$ cat config.mk
export PLATFORM = sky130hd
export DESIGN_NAME = frame_write_buffer
export DESIGN_NICKNAME = d
export VERILOG_FILES = /design/src/rtl/frame_write_buffer.sv
export SDC_FILE = /design/constraint.sdc
export NUM_CORES = 1
export LEC_CHECK = 0
export ABC_AREA = 0
export CORE_MARGIN = 2
export CORE_UTILIZATION = 50
export DETAILED_ROUTE_END_ITERATION = 8
export HOLD_SLACK_MARGIN = 0.03
export PLACE_DENSITY_LB_ADDON = 0.05
export SLEW_MARGIN = 25
export SYNTH_ARGS = -nofsm -noshare
export SYNTH_HDL_FRONTEND = slang
export SYNTH_SLANG_ARGS = --single-unit
export TNS_END_PERCENT = 50
$ cat constraint.sdc
create_clock -name clk -period 14.8 [get_ports clk]
set_clock_uncertainty 0.1 [all_clocks]
set_input_delay 1.48 -clock clk [delete_from_list [all_inputs] [get_ports clk]]
set_output_delay 1.48 -clock clk [all_outputs]
set_load 0.05 [all_outputs]
$ cat src/rtl/frame_write_buffer.sv
// Stream-to-memory write sequencer: buffers a valid/ready pixel stream in a small FIFO and
// issues one sequential, handshaked write per word for a frame starting at a programmable address.
module frame_write_buffer #(
    parameter int FIFO_DEPTH = 16,
    parameter int FIFO_AW    = 4,
    parameter int ADDR_STEP  = 4
) (
    input  logic        clk,
    input  logic        reset,
    input  logic        start,
    input  logic [19:0] base_addr,
    input  logic [19:0] frame_words,
    input  logic        iValid,
    input  logic [31:0] iData,
    output logic        oReady,
    output logic [19:0] write_addr,
    output logic [31:0] oData,
    output logic        write,
    input  logic        write_done,
    output logic        busy,
    output logic        frame_done
);

    typedef enum logic [1:0] {IDLE, RUN, DONE} state_t;

    state_t               state_q, state_d;
    logic [19:0]          addr_q, addr_d;
    logic [19:0]          wr_left_q, wr_left_d;
    logic [19:0]          in_left_q, in_left_d;
    logic [19:0]          write_addr_q, write_addr_d;
    logic                 write_q, write_d;
    logic [31:0]          odata_q;
    logic [FIFO_AW-1:0]   wr_ptr_q, wr_ptr_d;
    logic [FIFO_AW-1:0]   rd_ptr_q, rd_ptr_d;
    logic [FIFO_AW:0]     count_q, count_d;
    logic [31:0]          mem [FIFO_DEPTH];

    logic fifo_full, fifo_empty, push, load, accept;

    assign fifo_full  = (count_q == (FIFO_AW+1)'(FIFO_DEPTH));
    assign fifo_empty = (count_q == '0);
    assign oReady     = (state_q == RUN) && !fifo_full && (in_left_q != 20'd0);
    assign push       = iValid && oReady;
    assign accept     = write_q && write_done;
    // The output register reloads whenever it is free or being freed this cycle.
    assign load       = (state_q == RUN) && !fifo_empty && (!write_q || write_done);

    always_comb begin
        state_d      = state_q;
        addr_d       = addr_q;
        wr_left_d    = wr_left_q;
        in_left_d    = in_left_q;
        write_addr_d = write_addr_q;
        write_d      = write_q;
        case (state_q)
            IDLE: begin
                if (start) begin
                    if (frame_words != 20'd0) begin
                        addr_d    = base_addr;
                        wr_left_d = frame_words;
                        in_left_d = frame_words;
                        state_d   = RUN;
                    end else begin
                        state_d = DONE;
                    end
                end
            end
            RUN: begin
                if (push) begin
                    in_left_d = in_left_q - 20'd1;
                end
                if (accept) begin
                    addr_d    = addr_q + 20'(ADDR_STEP);
                    wr_left_d = wr_left_q - 20'd1;
                    if (wr_left_q == 20'd1) begin
                        state_d = DONE;
                    end
                end
                // addr_d already points past an accepted write, so a back-to-back load gets the next address.
                if (load) begin
                    write_addr_d = addr_d;
                    write_d      = 1'b1;
                end else if (accept) begin
                    write_d = 1'b0;
                end
            end
            DONE: begin
                state_d = IDLE;
            end
            default: begin
                state_d = IDLE;
            end
        endcase
    end

    always_comb begin
        wr_ptr_d = push ? wr_ptr_q + FIFO_AW'(1) : wr_ptr_q;
        rd_ptr_d = load ? rd_ptr_q + FIFO_AW'(1) : rd_ptr_q;
        count_d  = count_q;
        if (push && !load) begin
            count_d = count_q + (FIFO_AW+1)'(1);
        end else if (!push && load) begin
            count_d = count_q - (FIFO_AW+1)'(1);
        end
    end

    always_ff @(posedge clk) begin
        if (reset) begin
            state_q      <= IDLE;
            addr_q       <= '0;
            wr_left_q    <= '0;
            in_left_q    <= '0;
            write_addr_q <= '0;
            write_q      <= 1'b0;
            wr_ptr_q     <= '0;
            rd_ptr_q     <= '0;
            count_q      <= '0;
        end else begin
            state_q      <= state_d;
            addr_q       <= addr_d;
            wr_left_q    <= wr_left_d;
            in_left_q    <= in_left_d;
            write_addr_q <= write_addr_d;
            write_q      <= write_d;
            wr_ptr_q     <= wr_ptr_d;
            rd_ptr_q     <= rd_ptr_d;
            count_q      <= count_d;
        end
    end

    // Storage array has no reset so it maps onto block RAM; the read port is the output data register.
    always_ff @(posedge clk) begin
        if (push) begin
            mem[wr_ptr_q] <= iData;
        end
    end

    always_ff @(posedge clk) begin
        if (reset) begin
            odata_q <= '0;
        end else if (load) begin
            odata_q <= mem[rd_ptr_q];
        end
    end

    assign write_addr = write_addr_q;
    assign oData      = odata_q;
    assign write      = write_q;
    assign busy       = (state_q == RUN);
    assign frame_done = (state_q == DONE);

endmodule

* Yosys cells after proc, flatten, opt, wreduce, memory -nomap -nowiden
Memory sizes are Yosys's and may differ from the RTL's. A register that Yosys moved wholly into a read port is not among the register bits. Index checks and enable logic that the tools add are counted.
Operators by class: reductions and logical operators 27, equality and inequality tests 9, add/sub/neg operators 7, multiplexer cells 21
Operator list (number):
- 20-bit two-way mux | 7
- 20-bit case mux with 2 select lines | 3
- 20-bit nonzero test | 2
- 20-bit by 1-bit subtractor with 20-bit output, second input constant | 2
- 20-bit by 3-bit adder with 20-bit output, second input constant | 1
- 20-bit by 1-bit == test with 1-bit output, second input constant | 1
- 5-bit two-way mux | 2
- 4-bit by 1-bit adder with 4-bit output, second input constant | 2
- 1-bit logical AND | 8
- 2-bit two-way mux | 4
- 4-bit AND reduction | 2
- 2-bit by 1-bit != test with 1-bit output, second input constant | 3
- 3-bit AND reduction | 2
- 2-bit nonzero test | 3
- 5-bit by 1-bit adder with 5-bit output, second input constant | 1
- 5-bit == test, second input constant | 1
- 1-bit zero test | 5
- 5-bit zero test | 1
- 5-bit by 1-bit subtractor with 5-bit output, second input constant | 1
- 1-bit two-way mux | 4
- 2-bit != test, second input constant | 2
- 2-bit case mux with 2 select lines | 1
- 2-bit AND reduction | 2
- 2-bit by 1-bit == test with 1-bit output, second input constant | 1
- 3 further kinds | 3
Word-level totals: word-level logic and storage cells 74, memories 1, memory bits (writable) 512, bits in registers 96
Memories:
- mem | depth 16, bits a word 32, rd ports 1, clocked after Yosys merged registers in 1, wr ports 1, RTL line 36 | logic [31:0] mem [FIFO_DEPTH];

* Logic depth before layout (Yosys ltp)
Gate-level depths: netlist of run 1.
word-level depth 9, mapped depth 15, mapped depth without buffers 14

* Worst setup path before layout of run 1
No wires, ideal clock.
kind in2reg, start point input port iValid, end point memory mem[3][0], enable pin, required time 14.198 ns, path buffers 0, slack 9.099 ns, stages on the path 4, arrival 5.099 ns, cells stage by stage inv_1 a211oi_1 o41ai_4 nor4_1
Between the ends: longest elaborated chain between the ends 3
RTL lines:
- from (decl) | RTL line 13 | input logic iValid,
- 1-bit logical AND | RTL line 43 | assign push = iValid && oReady;
- 1-bit two-way mux | RTL line 133 | if (push) begin
- 1-bit two-way mux (implied by the code) | RTL line 134 | mem[wr_ptr_q] <= iData;
- to (decl) | RTL line 36
No other way between the ends.

* Final worst setup path of run 1
start point register state_q[0], end point output port oReady
Between the ends: longest elaborated chain between the ends 3
RTL lines:
- from (decl) | RTL line 26 | state_t state_q, state_d;
- from (signal assigned) | RTL line 119 | state_q <= state_d;
- 2-bit by 1-bit == test with 1-bit output | RTL line 42 | assign oReady = (state_q == RUN) && !fifo_full && (in_left_q != 20'd0);
- 1-bit logical AND (2 in series) | RTL line 42
- to (decl) | RTL line 15 | output logic oReady,
No other way between the ends.

==> results of run 1 <==
==> routing by layer <==
layer  up-vias  GRT usage [%]
met5         -              0
met4         2           6.99
met3        95           3.59
met2       457           38.8
met1      7595           32.2
li1       6629              -
==> registers in the layout, summed over array words and instances, names as in the netlist <==
| name | count |
|---|---|
| write_addr | 20 |
| count_q | 5 |
| in_left_q | 20 |
| write | 1 |
| state_q | 2 |
| mem | 512 |
| wr_left_q | 20 |
| wr_ptr_q | 4 |
| addr_q | 20 |
| oData | 32 |
| rd_ptr_q | 4 |
==> kinds of logic (layout without fill, tap and decap cells) <==
logic type / after synthesis / count (layout) / synth area share [%]
AND/OR/NAND/NOR: 369 / 369 / 6.94
buffers and inverters: 119 / 303 / 1.93
XOR/XNOR: 23 / 23 / 0.774
flip-flops: 640 / 640 / 68.9
multiplexers: 166 / 166 / 14.1
other: 0 / 1 / 0
AO/OA/AOI/OAI: 263 / 263 / 6.69
adder cells (fa/ha/maj): 14 / 14 / 0.702
==> cells in the final DEF (no fill, tap or decap), drive strengths merged, types with 33 or more instances in the layout <==
cell type / instances
edfxtp: 512
mux4: 160
nand2: 151
clkdlybuf4s50: 131
dfxtp: 128
a21oi: 105
clkbuf: 86
nor2: 78
o21ai: 43
nor4: 33
==> path summary, 6_finish.rpt <==
kind | end | depth (start not counted)
max reg2reg | count_q[4]$_SDFFE_PP0P_ | 11
max | oReady | 5
min reg2reg | write_addr[0]$_SDFFE_PP0P_ | 2
min | write_addr[0]$_SDFFE_PP0P_ | 2
==> worst max-delay path, stage by stage (launching register included) <==
cell	delay (ps)
dfxtp_1	460
nand2b_4	320
clkinv_1	150
buf_4	400
o311a_1	300
clkdlybuf4s50_1	820
==> through the flow <==
| step | power, W | utilization (%) | setup slack [ps] |
|---|---|---|---|
| floorplan | 0.00280 | - | 9100 |
| global placement | 0.00306 | 54.6 | 9810 |
| detailed placement | 0.00306 | 54.6 | 9800 |
| CTS | 0.00470 | 58.7 | 10130 |
| global route | 0.00484 | 58.8 | 10020 |
| finish | 0.00466 | 58.8 | 10140 |
==> layout make-up <==
type                    instances  area (µm²)  share of cell area [%]
well taps                     680         851                    2.82
clock inverters                36         315                    1.04
clock buffers                  86        1820                    6.03
repair buffers                161        1540                    5.09
inverters                      20        75.1                   0.249
diodes                          1        2.50                 0.00828
multi-input cells             835        7660                    25.4
flip-flops and latches        640       17900                    59.4
==> where the power goes <==
group	internal [W]	switching [W]
Combinational	0.000393	0.000523
Sequential	0.00202	0.0000876
Clock	0.000946	0.000694
Total	0.00336	0.00130
==> impl_metrics.env, run 1 <==
export IMPL_slew_viol_final=0
export IMPL_dpl_cell_area_um2=28100
export IMPL_wl_met1_mm=26.7
export IMPL_dp_cells=2336
export IMPL_clockRootBuffer="clkbuf_16"
export IMPL_seq_area_frac_synth_pct=68.9
export IMPL_hold_viol_final=0
export IMPL_synth_flop_cell="edfxtp_1"
export IMPL_p_leak_nw=9.48
export IMPL_drc=0
export IMPL_clockBufferDepth=3
export IMPL_ant_nets=0
export IMPL_dr_pass1_iters=5
export IMPL_tightest_slew_ps=1040
export IMPL_hold_buffers=0
export IMPL_antenna_found_initial=2
export IMPL_drtIter0Drc=1210
export IMPL_synth_area_leaders="edfxtp_1, mux4_2, dfxtp_1"
export IMPL_grt_max_degree=78
export IMPL_design_area_um2=30200
export IMPL_grt_first_pass_wirelength_mm=92.9
export IMPL_cap_violations=0
export IMPL_cp_max_fo=45
export IMPL_htree_num_levels=3
export IMPL_synth_top_area_share_pct=59.1
export IMPL_synthesis_area_um2=26000
export IMPL_synth_fp_nets=1685
export IMPL_cts_buffers=68
export IMPL_met2_wirelength_mm=30.7
export IMPL_place_hpwl_mm=33.2
export IMPL_rrSetupSlack_ps=10910
export IMPL_hp_start="addr_q[0]$_SDFFE_PP0P_"
export IMPL_power_density_nw_per_um2=154
export IMPL_postCtsSetupBuffers=0
export IMPL_wl_per_cell_um=25.2
export IMPL_clkSinkCount=640
export IMPL_r2r_start="count_q[0]$_SDFFE_PP0P_"
export IMPL_irDropWorstVdd_mv=0.167
export IMPL_path_class="register to primary output"
export IMPL_finalCritPeriodShare_pct=31.5
export IMPL_routed_top_layer="met5"
export IMPL_holdWs_ps=356
export IMPL_drive_gt1_share_pct=19.2
export IMPL_synth_cells=1594
export IMPL_finalSetupViolCount=0
export IMPL_start_util_pct=50.6
export IMPL_yosys_top_cells_count="edfxtp_1, mux4_2, nand2_1"
export IMPL_worstPathRequired_ps=13220
export IMPL_grt_pass1_vias=14790
export IMPL_fillers=3998
export IMPL_die_y_um=232
export IMPL_avgSynthCellArea_um2=16.3
export IMPL_min_period_ps=4660
export IMPL_area_growth_synth_to_final_pct=16.0
export IMPL_fmax_mhz=215
export IMPL_grt_overflow=0
export IMPL_rows=83
export IMPL_relSlewSlack_pct=30.8
export IMPL_start_kind="register"
export IMPL_cts_repair_resized=0
export IMPL_vias=14778
export IMPL_clk_latency_ps=600
export IMPL_ys_warn_count=0
export IMPL_async_reset_ff_share_pct=0
export IMPL_status="completed"
export IMPL_synth_seq_cells=640
export IMPL_wl_mm=62.0
export IMPL_ioPinCount=133
export IMPL_io_buffers=132
export IMPL_dieArea_um2=53900
export IMPL_synth_edf_count=512
export IMPL_rsz0062_at_grt="no"
export IMPL_nets=1817
export IMPL_tns_ps=0
export IMPL_grt_util_all_layers_pct=23.4
export IMPL_routabilityCongestion=0.826
export IMPL_routed_via_density=6.01
export IMPL_die_w_um=232
export IMPL_wl_met3_mm=3.15
export IMPL_fin_cells=2459
export IMPL_end_kind="primary output"
export IMPL_coreArea_um2=51400
export IMPL_worstSetupStartpoint="state_q[0]$_SDFFE_PP0P_"
export IMPL_tritoncts="built"
export IMPL_arrival_ps=3080
export IMPL_hold_path_class="register to register"
export IMPL_path_clk_slew_ps=60
export IMPL_synth_top_area_cell="edfxtp_1"
export IMPL_ys_types=78
export IMPL_yosysMostFrequentCell="edfxtp_1"
Power figures use the tool's default switching activity.
==> run 2, diff against run 1 <==
==> constraint.sdc (replaced) <==
create_clock -name clk -period 4.5 [get_ports clk]
set_clock_uncertainty 0.1 [all_clocks]
set_input_delay 0.45 -clock clk [delete_from_list [all_inputs] [get_ports clk]]
set_output_delay 0.45 -clock clk [all_outputs]
set_load 0.05 [all_outputs]
==> run 2 against run 1 <==
  * Via count is 0.22% lower
  * Clock power grew to 3.3 times the previous value
  * Utilization is 0.48 points higher
  * Count of clock-buffer cells in the layout is 7 higher
  * Hold slack worse by 130 ps
  * Total power grew to 3.3 times the previous value
  * Critical endpoint is now count_q[4]$_SDFFE_PP0P_
  * Highest routed layer is now met4
==> impl_metrics.env, run 2 (synthesis gave the netlist of run 1 again) <==
export IMPL_ant_nets=0
export IMPL_largest_register_ffs=512
export IMPL_regArea_um2=17900
export IMPL_final_cell_mix="edfxtp_1, mux4_2, nand2_1"
export IMPL_place_hpwl_mm=36.8
export IMPL_clockBufferDepth=3
export IMPL_endpoint="count_q[4]$_SDFFE_PP0P_"
export IMPL_drive_gt1_share_pct=19.4
export IMPL_clkSinkCount=640
export IMPL_fmax_mhz=264
export IMPL_cap_violations=0
export IMPL_reg2reg_depth=14
export IMPL_start_kind="register"
export IMPL_start_util_pct=50.6
export IMPL_fillers=3965
export IMPL_hold_path_class="primary input to register"
export IMPL_htree_num_levels=3
export IMPL_multi_input_area_um2=7670
export IMPL_diodes=0
export IMPL_wl_mm=60.6
export IMPL_io_buffers=132
export IMPL_tritoncts="built"
export IMPL_max_stage_delay_ps=580
export IMPL_dr_pass1_iters=5
export IMPL_path_clk_slew_ps=60
export IMPL_crit_top_cell="ha_1"
export IMPL_status="completed"
export IMPL_cts_repair_resized=0
export IMPL_min_period_ps=3790
export IMPL_hold_viol_final=0
export IMPL_arrival_ps=4200
export IMPL_nets=1831
export IMPL_clk_latency_ps=610
export IMPL_die_y_um=232
export IMPL_grt_max_degree=76
export IMPL_r2r_start="in_left_q[0]$_SDFFE_PP0P_"
export IMPL_regToRegEndpoint="count_q[4]$_SDFFE_PP0P_"
export IMPL_drtIter0Drc=1410
export IMPL_slew_viol_final=0
export IMPL_die_w_um=232
export IMPL_worstPathRequired_ps=4920
export IMPL_grt_util_all_layers_pct=22.9
export IMPL_antenna_found_initial=0
export IMPL_final_common_cell="edfxtp_1"
export IMPL_coreArea_um2=51400
export IMPL_irDropWorstVdd_mv=0.366
export IMPL_worstSetupStartpoint="in_left_q[0]$_SDFFE_PP0P_"
export IMPL_cp_slowest_cell="o41ai_4"
export IMPL_tns_ps=0
export IMPL_grt_pass1_vias=14542
export IMPL_postCtsSetupBuffers=0
export IMPL_hold_buffers=0
export IMPL_path_cells="inv_1, ha_1, nor2b_1, nand4_2, o41ai_4, inv_2, ha_1, inv_1, ha_1, a21o_1, a21oi_1, xnor2_1, or3_1, a21oi_1"
export IMPL_clockRootBuffer="clkbuf_16"
export IMPL_dieArea_um2=53900
export IMPL_largest_register="mem"
export IMPL_grt_first_pass_wirelength_mm=91.4
export IMPL_grt_overflow=0
export IMPL_end_kind="register"
export IMPL_area_growth_synth_to_final_pct=17.0
export IMPL_drc=0
export IMPL_rrSetupSlack_ps=710
export IMPL_relSlewSlack_pct=33.4
export IMPL_tightest_slew_ps=999
export IMPL_cts_buffers=68
export IMPL_path_class="register to register"
export IMPL_final_util_pct=59.2
export IMPL_routed_via_density=5.96
export IMPL_wl_per_cell_um=24.5
export IMPL_power_density_nw_per_um2=508
export IMPL_finalCritPeriodShare_pct=84.1
export IMPL_ioPinCount=133
export IMPL_rsz0062_at_grt="no"
export IMPL_cp_max_fo=16
export IMPL_finalSetupViolCount=0
export IMPL_routabilityCongestion=0.832
export IMPL_p_leak_nw=9.57
export IMPL_vias=14745
export IMPL_rows=83
run 2: cell types whose count changed in the layout (fill, tap and decap cells not counted), moves of 3 or more:
cell	delta
buf_12	+4
clkinv_2	-11
buf_4	+8
clkbuf_1	+4
clkinv_1	+5
clkbuf_8	+3
run 2: routing by layer:
layer	wire length (µm)	global-route usage (%)	part of all wire, %
met1	27500	33.8	45
met2	28800	35.7	48
met3	3060	3.63	5.0
met4	1250	6.23	2.1
met5	0	0	0
run 2: worst min-delay path by stage:
stage                            from                          to  slack, ps  cells past startpoint
6_report                        reset      addr_q[0]$_SDFFE_PP0P_        230                      2
5_1_grt                         reset      addr_q[1]$_SDFFE_PP0P_        220                      2
4_1_cts                         reset      addr_q[0]$_SDFFE_PP0P_        190                      2
3_5_place_dp    oData[0]$_SDFFE_PP0P_       oData[0]$_SDFFE_PP0P_        350                      2
3_3_place_gp    oData[6]$_SDFFE_PP0P_       oData[6]$_SDFFE_PP0P_        340                      2
2_1_floorplan  addr_q[0]$_SDFFE_PP0P_  write_addr[0]$_SDFFE_PP0P_        330                      2
run 2: through the flow:
stage               area (µm²)  total power [W]  setup WS (ps)  hold slack, ps  cells
global placement         28200           0.0101            803             343   2347
global route             30500           0.0161            353             223   2473
detailed placement       28200           0.0101            769             346   2349
floorplan                26000          0.00920           1030             331   1594
CTS                      30400           0.0156            761             190   2472
finish                   30500           0.0155            715             229   2473
run 2: power breakdown:
group	internal, W	switching (W)	total [W]	leakage (nW)
Clock	0.00318	0.00229	0.00547	1.06
Combinational	0.00133	0.00181	0.00314	2.85
Sequential	0.00664	0.000219	0.00685	5.66
run 2: worst max-delay path: cells and delay by family, from the launching register on:
family,cells,cell delay (ps)
simple gates,3,860
xor+xnor,1,90
fa+ha+maj,3,780
compound gates,4,1070
flops,1,370
buf+inv,3,450
run 2: layout make-up:
cell class,instances,area share [%]
Sequential cell,640,58.9
Multi-Input combinational cell,835,25.2
Clock buffer,93,6.16
Timing Repair Buffer,175,5.69
Tap cell,680,2.79
Clock inverter,30,1.01
Inverter,20,0.246
